[src/rtl/decode_stage_fwd.sv]
// Decode stage: IF/ID pipeline register, register file, EX/MEM/WB operand forwarding,
// load-use stall detection and bubble insertion on stall or flush.
module decode_stage_fwd #(
    parameter int          W         = 32,
    parameter int          NREGS     = 32,
    parameter logic [31:0] RESET_PC  = 32'h003ffffc,
    parameter logic [31:0] NOP_INSTR = 32'h34000000,
    localparam int         RW        = $clog2(NREGS)
) (
    input  logic          clk,
    input  logic          reset,
    input  logic          valid_in,
    input  logic [31:0]   instr_in,
    input  logic [W-1:0]  pc_seq_in,
    input  logic          uses_rs_in,
    input  logic          uses_rt_in,
    input  logic [1:0]    dest_sel_in,
    input  logic          imm_unsigned_in,
    input  logic          flush_in,
    input  logic [RW-1:0] ex_dest_in,
    input  logic [RW-1:0] mem_dest_in,
    input  logic [RW-1:0] wb_dest_in,
    input  logic          ex_we_in,
    input  logic          mem_we_in,
    input  logic          wb_we_in,
    input  logic          ex_is_load_in,
    input  logic [W-1:0]  ex_data_in,
    input  logic [W-1:0]  mem_data_in,
    input  logic [W-1:0]  wb_data_in,
    output logic          stall_out,
    output logic          valid_out,
    output logic [W-1:0]  rs_data_out,
    output logic [W-1:0]  rt_data_out,
    output logic [W-1:0]  imm_out,
    output logic [4:0]    shamt_out,
    output logic [RW-1:0] dest_out,
    output logic [W-1:0]  pc_seq_out
);

    localparam logic [W-1:0] PC_RST = W'(RESET_PC);

    logic          valid_q;
    logic [31:0]   instr_q;
    logic [W-1:0]  pc_q;
    logic          uses_rs_q;
    logic          uses_rt_q;
    logic [1:0]    dest_sel_q;
    logic          imm_unsigned_q;
    logic [W-1:0]  regs [NREGS];

    logic [RW-1:0] rs_idx;
    logic [RW-1:0] rt_idx;
    logic [RW-1:0] rd_idx;
    logic          unused_instr_bits;

    // Register indices wider than RW alias modulo NREGS by keeping the low bits.
    assign rs_idx = instr_q[21 +: RW];
    assign rt_idx = instr_q[16 +: RW];
    assign rd_idx = instr_q[11 +: RW];
    assign unused_instr_bits = ^instr_q[31:16];

    function automatic logic [W-1:0] extend_imm(input logic [15:0] imm, input logic zext);
        logic signed [15:0] simm;
        simm = $signed(imm);
        if (zext)
            return W'(imm);
        return W'(simm);
    endfunction

    function automatic logic [W-1:0] fwd_operand(
        input logic [RW-1:0] idx,
        input logic [W-1:0]  rf_val,
        input logic          ex_ok,
        input logic [RW-1:0] ex_dest,
        input logic [W-1:0]  ex_val,
        input logic          mem_ok,
        input logic [RW-1:0] mem_dest,
        input logic [W-1:0]  mem_val,
        input logic          wb_ok,
        input logic [RW-1:0] wb_dest,
        input logic [W-1:0]  wb_val
    );
        if (idx == '0)
            return '0;
        if (ex_ok && ex_dest == idx)
            return ex_val;
        if (mem_ok && mem_dest == idx)
            return mem_val;
        if (wb_ok && wb_dest == idx)
            return wb_val;
        return rf_val;
    endfunction

    // A load in EX has no data yet, so it must not be forwarded; the consumer waits one cycle.
    assign stall_out = valid_q & ex_is_load_in & ex_we_in & (ex_dest_in != '0) &
                       ((uses_rs_q & (rs_idx == ex_dest_in)) |
                        (uses_rt_q & (rt_idx == ex_dest_in)));

    assign valid_out = valid_q & ~stall_out & ~flush_in;

    assign rs_data_out = fwd_operand(rs_idx, regs[rs_idx],
                                     ex_we_in & ~ex_is_load_in, ex_dest_in, ex_data_in,
                                     mem_we_in, mem_dest_in, mem_data_in,
                                     wb_we_in, wb_dest_in, wb_data_in);
    assign rt_data_out = fwd_operand(rt_idx, regs[rt_idx],
                                     ex_we_in & ~ex_is_load_in, ex_dest_in, ex_data_in,
                                     mem_we_in, mem_dest_in, mem_data_in,
                                     wb_we_in, wb_dest_in, wb_data_in);

    assign imm_out    = extend_imm(instr_q[15:0], imm_unsigned_q);
    assign shamt_out  = instr_q[10:6];
    assign pc_seq_out = pc_q;

    always_comb begin
        dest_out = '0;
        case (dest_sel_q)
            2'd0:    dest_out = rt_idx;
            2'd1:    dest_out = rd_idx;
            2'd2:    dest_out = '1;
            default: dest_out = '0;
        endcase
    end

    // IF/ID boundary: flush beats stall, stall holds every field.
    always_ff @(posedge clk or posedge reset) begin
        if (reset) begin
            valid_q        <= 1'b0;
            instr_q        <= NOP_INSTR;
            pc_q           <= PC_RST;
            uses_rs_q      <= 1'b0;
            uses_rt_q      <= 1'b0;
            dest_sel_q     <= 2'd0;
            imm_unsigned_q <= 1'b0;
        end else if (flush_in) begin
            valid_q        <= 1'b0;
            instr_q        <= NOP_INSTR;
            uses_rs_q      <= 1'b0;
            uses_rt_q      <= 1'b0;
            dest_sel_q     <= 2'd0;
            imm_unsigned_q <= 1'b0;
        end else if (!stall_out) begin
            valid_q        <= valid_in;
            instr_q        <= instr_in;
            pc_q           <= pc_seq_in;
            uses_rs_q      <= uses_rs_in;
            uses_rt_q      <= uses_rt_in;
            dest_sel_q     <= dest_sel_in;
            imm_unsigned_q <= imm_unsigned_in;
        end
    end

    always_ff @(posedge clk or posedge reset) begin
        if (reset) begin
            for (int i = 0; i < NREGS; i++)
                regs[i] <= '0;
        end else if (wb_we_in && wb_dest_in != '0) begin
            regs[wb_dest_in] <= wb_data_in;
        end
    end

endmodule

[config.mk]
export PLATFORM = sky130hd
export DESIGN_NAME = decode_stage_fwd
export DESIGN_NICKNAME = d
export VERILOG_FILES = /design/src/rtl/decode_stage_fwd.sv
export SDC_FILE = /design/constraint.sdc
export NUM_CORES = 2
export LEC_CHECK = 0
export BUFFER_PORTS_ARGS = -buffer_cell sky130_fd_sc_hd__buf_2
export CORE_MARGIN = 3
export CORE_UTILIZATION = 40
export CTS_BUF_LIST = sky130_fd_sc_hd__clkbuf_16
export DETAILED_ROUTE_END_ITERATION = 10
export HOLD_SLACK_MARGIN = 0.06
export PLACE_DENSITY = 0.68
export SLEW_MARGIN = 20
export SYNTH_ARGS = -nofsm -noshare
export SYNTH_HDL_FRONTEND = slang
export SYNTH_SLANG_ARGS = --single-unit
export TNS_END_PERCENT = 1
[constraint.sdc]
create_clock -name clk -period 63.4 [get_ports clk]
set_input_delay 9.51 -clock clk [delete_from_list [all_inputs] [get_ports clk]]
set_output_delay 9.51 -clock clk [all_outputs]
set_load 0.03 [all_outputs]
==> metrics.cfg <==
[yosys]
postSynth.topFlopCell = sky130_fd_sc_hd__dfrtp_1
yosys_register_bits = 1088
number_of_instances_in_the_synthesized_netlist = 4359
synth-warning-count = 0
ys_top_cells_by_area = sky130_fd_sc_hd__dfrtp_1, sky130_fd_sc_hd__mux2_2, sky130_fd_sc_hd__mux4_2, sky130_fd_sc_hd__mux2i_1, sky130_fd_sc_hd__clkbuf_1
yosys.area.top_type = sky130_fd_sc_hd__dfrtp_1
post_synth.cell_area_avg_um2 = 13.5
synth.distinct_cells = 63
asyncSetResetFlopFracSynth = 1.00
yosys-top-cells-count = sky130_fd_sc_hd__dfrtp_1, sky130_fd_sc_hd__mux2_2, sky130_fd_sc_hd__mux2i_1
synth_top_area_share = 0.453
synth_sequential_area_ratio = 0.462
post_synth_instance_area_um2 = 59000
library_cell_with_the_highest_instance_count_after_synthesis = sky130_fd_sc_hd__dfrtp_1
synth-edff-count = 0
synth_fp_nets = 4547

[route]
drc_errors = 0
totalWireLength_mm = 214
detailroute.via_count = 42300
route.detailed.vias_per_inst = 6.58
detailedRoute.firstIterationViolations = 5114
first_drt_pass_iteration_count = 6
antenna_violating_nets_post_route = 0
routedWlPerCell_um = 33.4

[sta]
postLayoutSetupSlackWorst_ns = 40.87
worst-slew-pin-transition_ns = 1.29
worst_hold_slack_ns = 0.397
slew_viol_final = 0
setup-violations-final = 0
setup_tns_ns = 0
finalClockSkew_ns = 0.0344
slew_headroom = 0.139
hold_viol_final = 0
timing.fmax_mhz = 44.4
fin_crit_ns = 22.53
timing.final.crit_share = 0.355
grt_setup_unrepaired = no

[clock_tree]
clk_path_buf_depth = 3
clkTransAtPathRegs_ns = 0.06
clock-sinks = 1088
cts_inserted_buffers = 117
insertion_delay_ns = 0.74
clock_tree.htree_level_count = 3
cts_tree = built
cts_root_buffer = sky130_fd_sc_hd__clkbuf_16
postCtsSetupRepairBufs = 0
cts_resized = 0
cts_hold_buffers = 0

[floorplanning]
start_util = 0.404
ios = 328
die-height_um = 390
die_width_um = 390
rows = 140
placeableCoreArea_um2 = 146000
dieArea_um2 = 152000

[finish]
multi_input_gate_area_in_the_final_layout_um2 = 29500
area_growth_syn_to_layout_pct = 11.2
share_of_layout_cells_above_drive_strength_1 = 0.459
layoutNonFillerInstCount = 6423
final_net_count = 4594
fillCellCount = 13100
register_area_um2 = 27300

[global_route]
first_global_vias = 41400
grt_util_all_layers = 0.276
grt_max_degree = 165
global_route.overflow_total = 0
global_route_wire_length_before_repair_mm = 304
grt_antenna_before_repair = 21

[place]
gpl.final_weighted_congestion = 0.830
hpwl_after_detailed_placement_mm = 125
pre_cts_ws_ns = 41.05
place.port_buffers = 321
dp_cells = 6204

[worst_setup_path]
critPathArrivalTime_ns = 13.02
kind_of_critical_path = in -> out
start_kind = input port
critical_path.endpoint_type = output port
critical_path_peak_fanout = 34
critPathRequiredTime_ns = 53.89

[power_and_ir_drop]
ir_worst_vdd_uv = 21.5
pd_cells_nw_per_um2 = 30.8
power.share.switching = 0.290
power_frac_clock = 0.343
static-leakage-power_uw = 0.0281
p_comb_frac = 0.200
power.net_switching_uw = 585
p_int_uw = 1430
seqPwrFrac = 0.457

[run_status]
outcome = completed

[flow_run]
cap_viol_max_count = 0

[min_path]
holdCritPathClass = reg -> reg

## stage by stage
| step | power (uW) | area (um2) | utilization |
|---|---|---|---|
| after CTS | 2020 | 65600 | 0.449 |
| after global placement | 1310 | 61800 | 0.423 |
| after global routing | 2090 | 65600 | 0.449 |
| after detailed placement | 1330 | 61800 | 0.423 |
| after floorplan | 1210 | 59000 | - |
| final | 2020 | 65600 | 0.449 |
## layout make-up
cell class	count	share of cell area
clock buffers	120	0.0458
multi-input cells	2750	0.450
repair buffers	442	0.0387
inverters	7	0.000515
flip-flops and latches	1088	0.416
diodes	5	0.000191
clock inverters	94	0.0124
well taps	1917	0.0366
## cell usage in the layout (no fill, tap or decap), types with 35 or more instances in the layout
| cell | instances |
|---|---|
| sky130_fd_sc_hd__a22oi_1 | 92 |
| sky130_fd_sc_hd__buf_4 | 119 |
| sky130_fd_sc_hd__o22ai_1 | 78 |
| sky130_fd_sc_hd__dfrtp_1 | 1061 |
| sky130_fd_sc_hd__o21ai_0 | 63 |
| sky130_fd_sc_hd__a21oi_1 | 96 |
| sky130_fd_sc_hd__mux2_2 | 1039 |
| sky130_fd_sc_hd__nand3_1 | 54 |
| sky130_fd_sc_hd__a221oi_1 | 80 |
| sky130_fd_sc_hd__nor2b_1 | 35 |
| sky130_fd_sc_hd__a22o_1 | 35 |
| sky130_fd_sc_hd__nor2_1 | 108 |
| sky130_fd_sc_hd__and3_1 | 40 |
| sky130_fd_sc_hd__mux2i_1 | 379 |
| sky130_fd_sc_hd__buf_2 | 321 |
| sky130_fd_sc_hd__mux4_2 | 328 |
| sky130_fd_sc_hd__o221ai_1 | 40 |
| sky130_fd_sc_hd__nand2_1 | 62 |
| sky130_fd_sc_hd__clkbuf_16 | 120 |
## power groups by stage
| stage | clock (uW) | sequential, uW | combinational, uW |
|---|---|---|---|
| final | 692 | 923 | 403 |
| after global routing | 727 | 936 | 431 |
| after CTS | 700 | 917 | 402 |
| after detailed placement | 0 | 929 | 400 |
| after global placement | 0 | 920 | 391 |
| after floorplan | 0 | 902 | 310 |
## per-layer routing
| metal | vias up | track usage | share of wire |
|---|---|---|---|
| li1 | 16700 | - | - |
| met4 | 6 | 0.118 | 0.050 |
| met3 | 543 | 0.0695 | 0.11 |
| met5 | - | 0 | 0.00021 |
| met1 | 22400 | 0.375 | 0.40 |
| met2 | 2608 | 0.421 | 0.44 |
## path summary, 6_finish.rpt
kind | slack, ns | startpoint | end | depth (start not counted)
min reg2reg | 0.40 | regs[1011]$_DFFE_PP0P_ | regs[1011]$_DFFE_PP0P_ | 0
min | 0.40 | regs[1011]$_DFFE_PP0P_ | regs[1011]$_DFFE_PP0P_ | 0
max reg2reg | 60.10 | instr_q[17]$_DFFE_PP0P_ | pc_seq_out[31]$_DFFE_PP0P_ | 8
min in group asynchronous | 8.97 | reset | regs[721]$_DFFE_PP0P_ | 2
max in group asynchronous | 50.17 | reset | instr_q[17]$_DFFE_PP0P_ | 6
max | 40.87 | mem_dest_in[4] | rt_data_out[7] | 10
## worst max-delay path: stages
cell,delay [ns]
sky130_fd_sc_hd__buf_2,0.11
sky130_fd_sc_hd__xor2_1,0.17
sky130_fd_sc_hd__nor4_1,0.08
sky130_fd_sc_hd__and3_2,0.20
sky130_fd_sc_hd__buf_4,0.36
sky130_fd_sc_hd__nor2_4,0.46
sky130_fd_sc_hd__buf_4,0.67
sky130_fd_sc_hd__nand3_1,0.17
sky130_fd_sc_hd__a21oi_1,0.86
sky130_fd_sc_hd__buf_2,0.36
## cell families (layout without fill, tap and decap cells)
| group | Yosys count | in the layout | share of synthesized area |
|---|---|---|---|
| AOI/OAI and AO/OA | 543 | 543 | 0.0645 |
| xor gates and xnor gates | 30 | 30 | 0.00445 |
| buffers and inverters | 521 | 663 | 0.0431 |
| DFF | 1088 | 1088 | 0.462 |
| muxes | 1751 | 1751 | 0.390 |
| other | 0 | 5 | 0 |
| and+or+nand+nor | 426 | 426 | 0.0362 |
## registers in the layout, indices dropped and copies added, names as in the netlist
signal          count
instr_q            26
valid_q             1
imm_unsigned_q      1
uses_rs_q           1
dest_sel_q          2
regs             1024
pc_seq_out         32
uses_rt_q           1
Power figures use the tool's default switching activity.
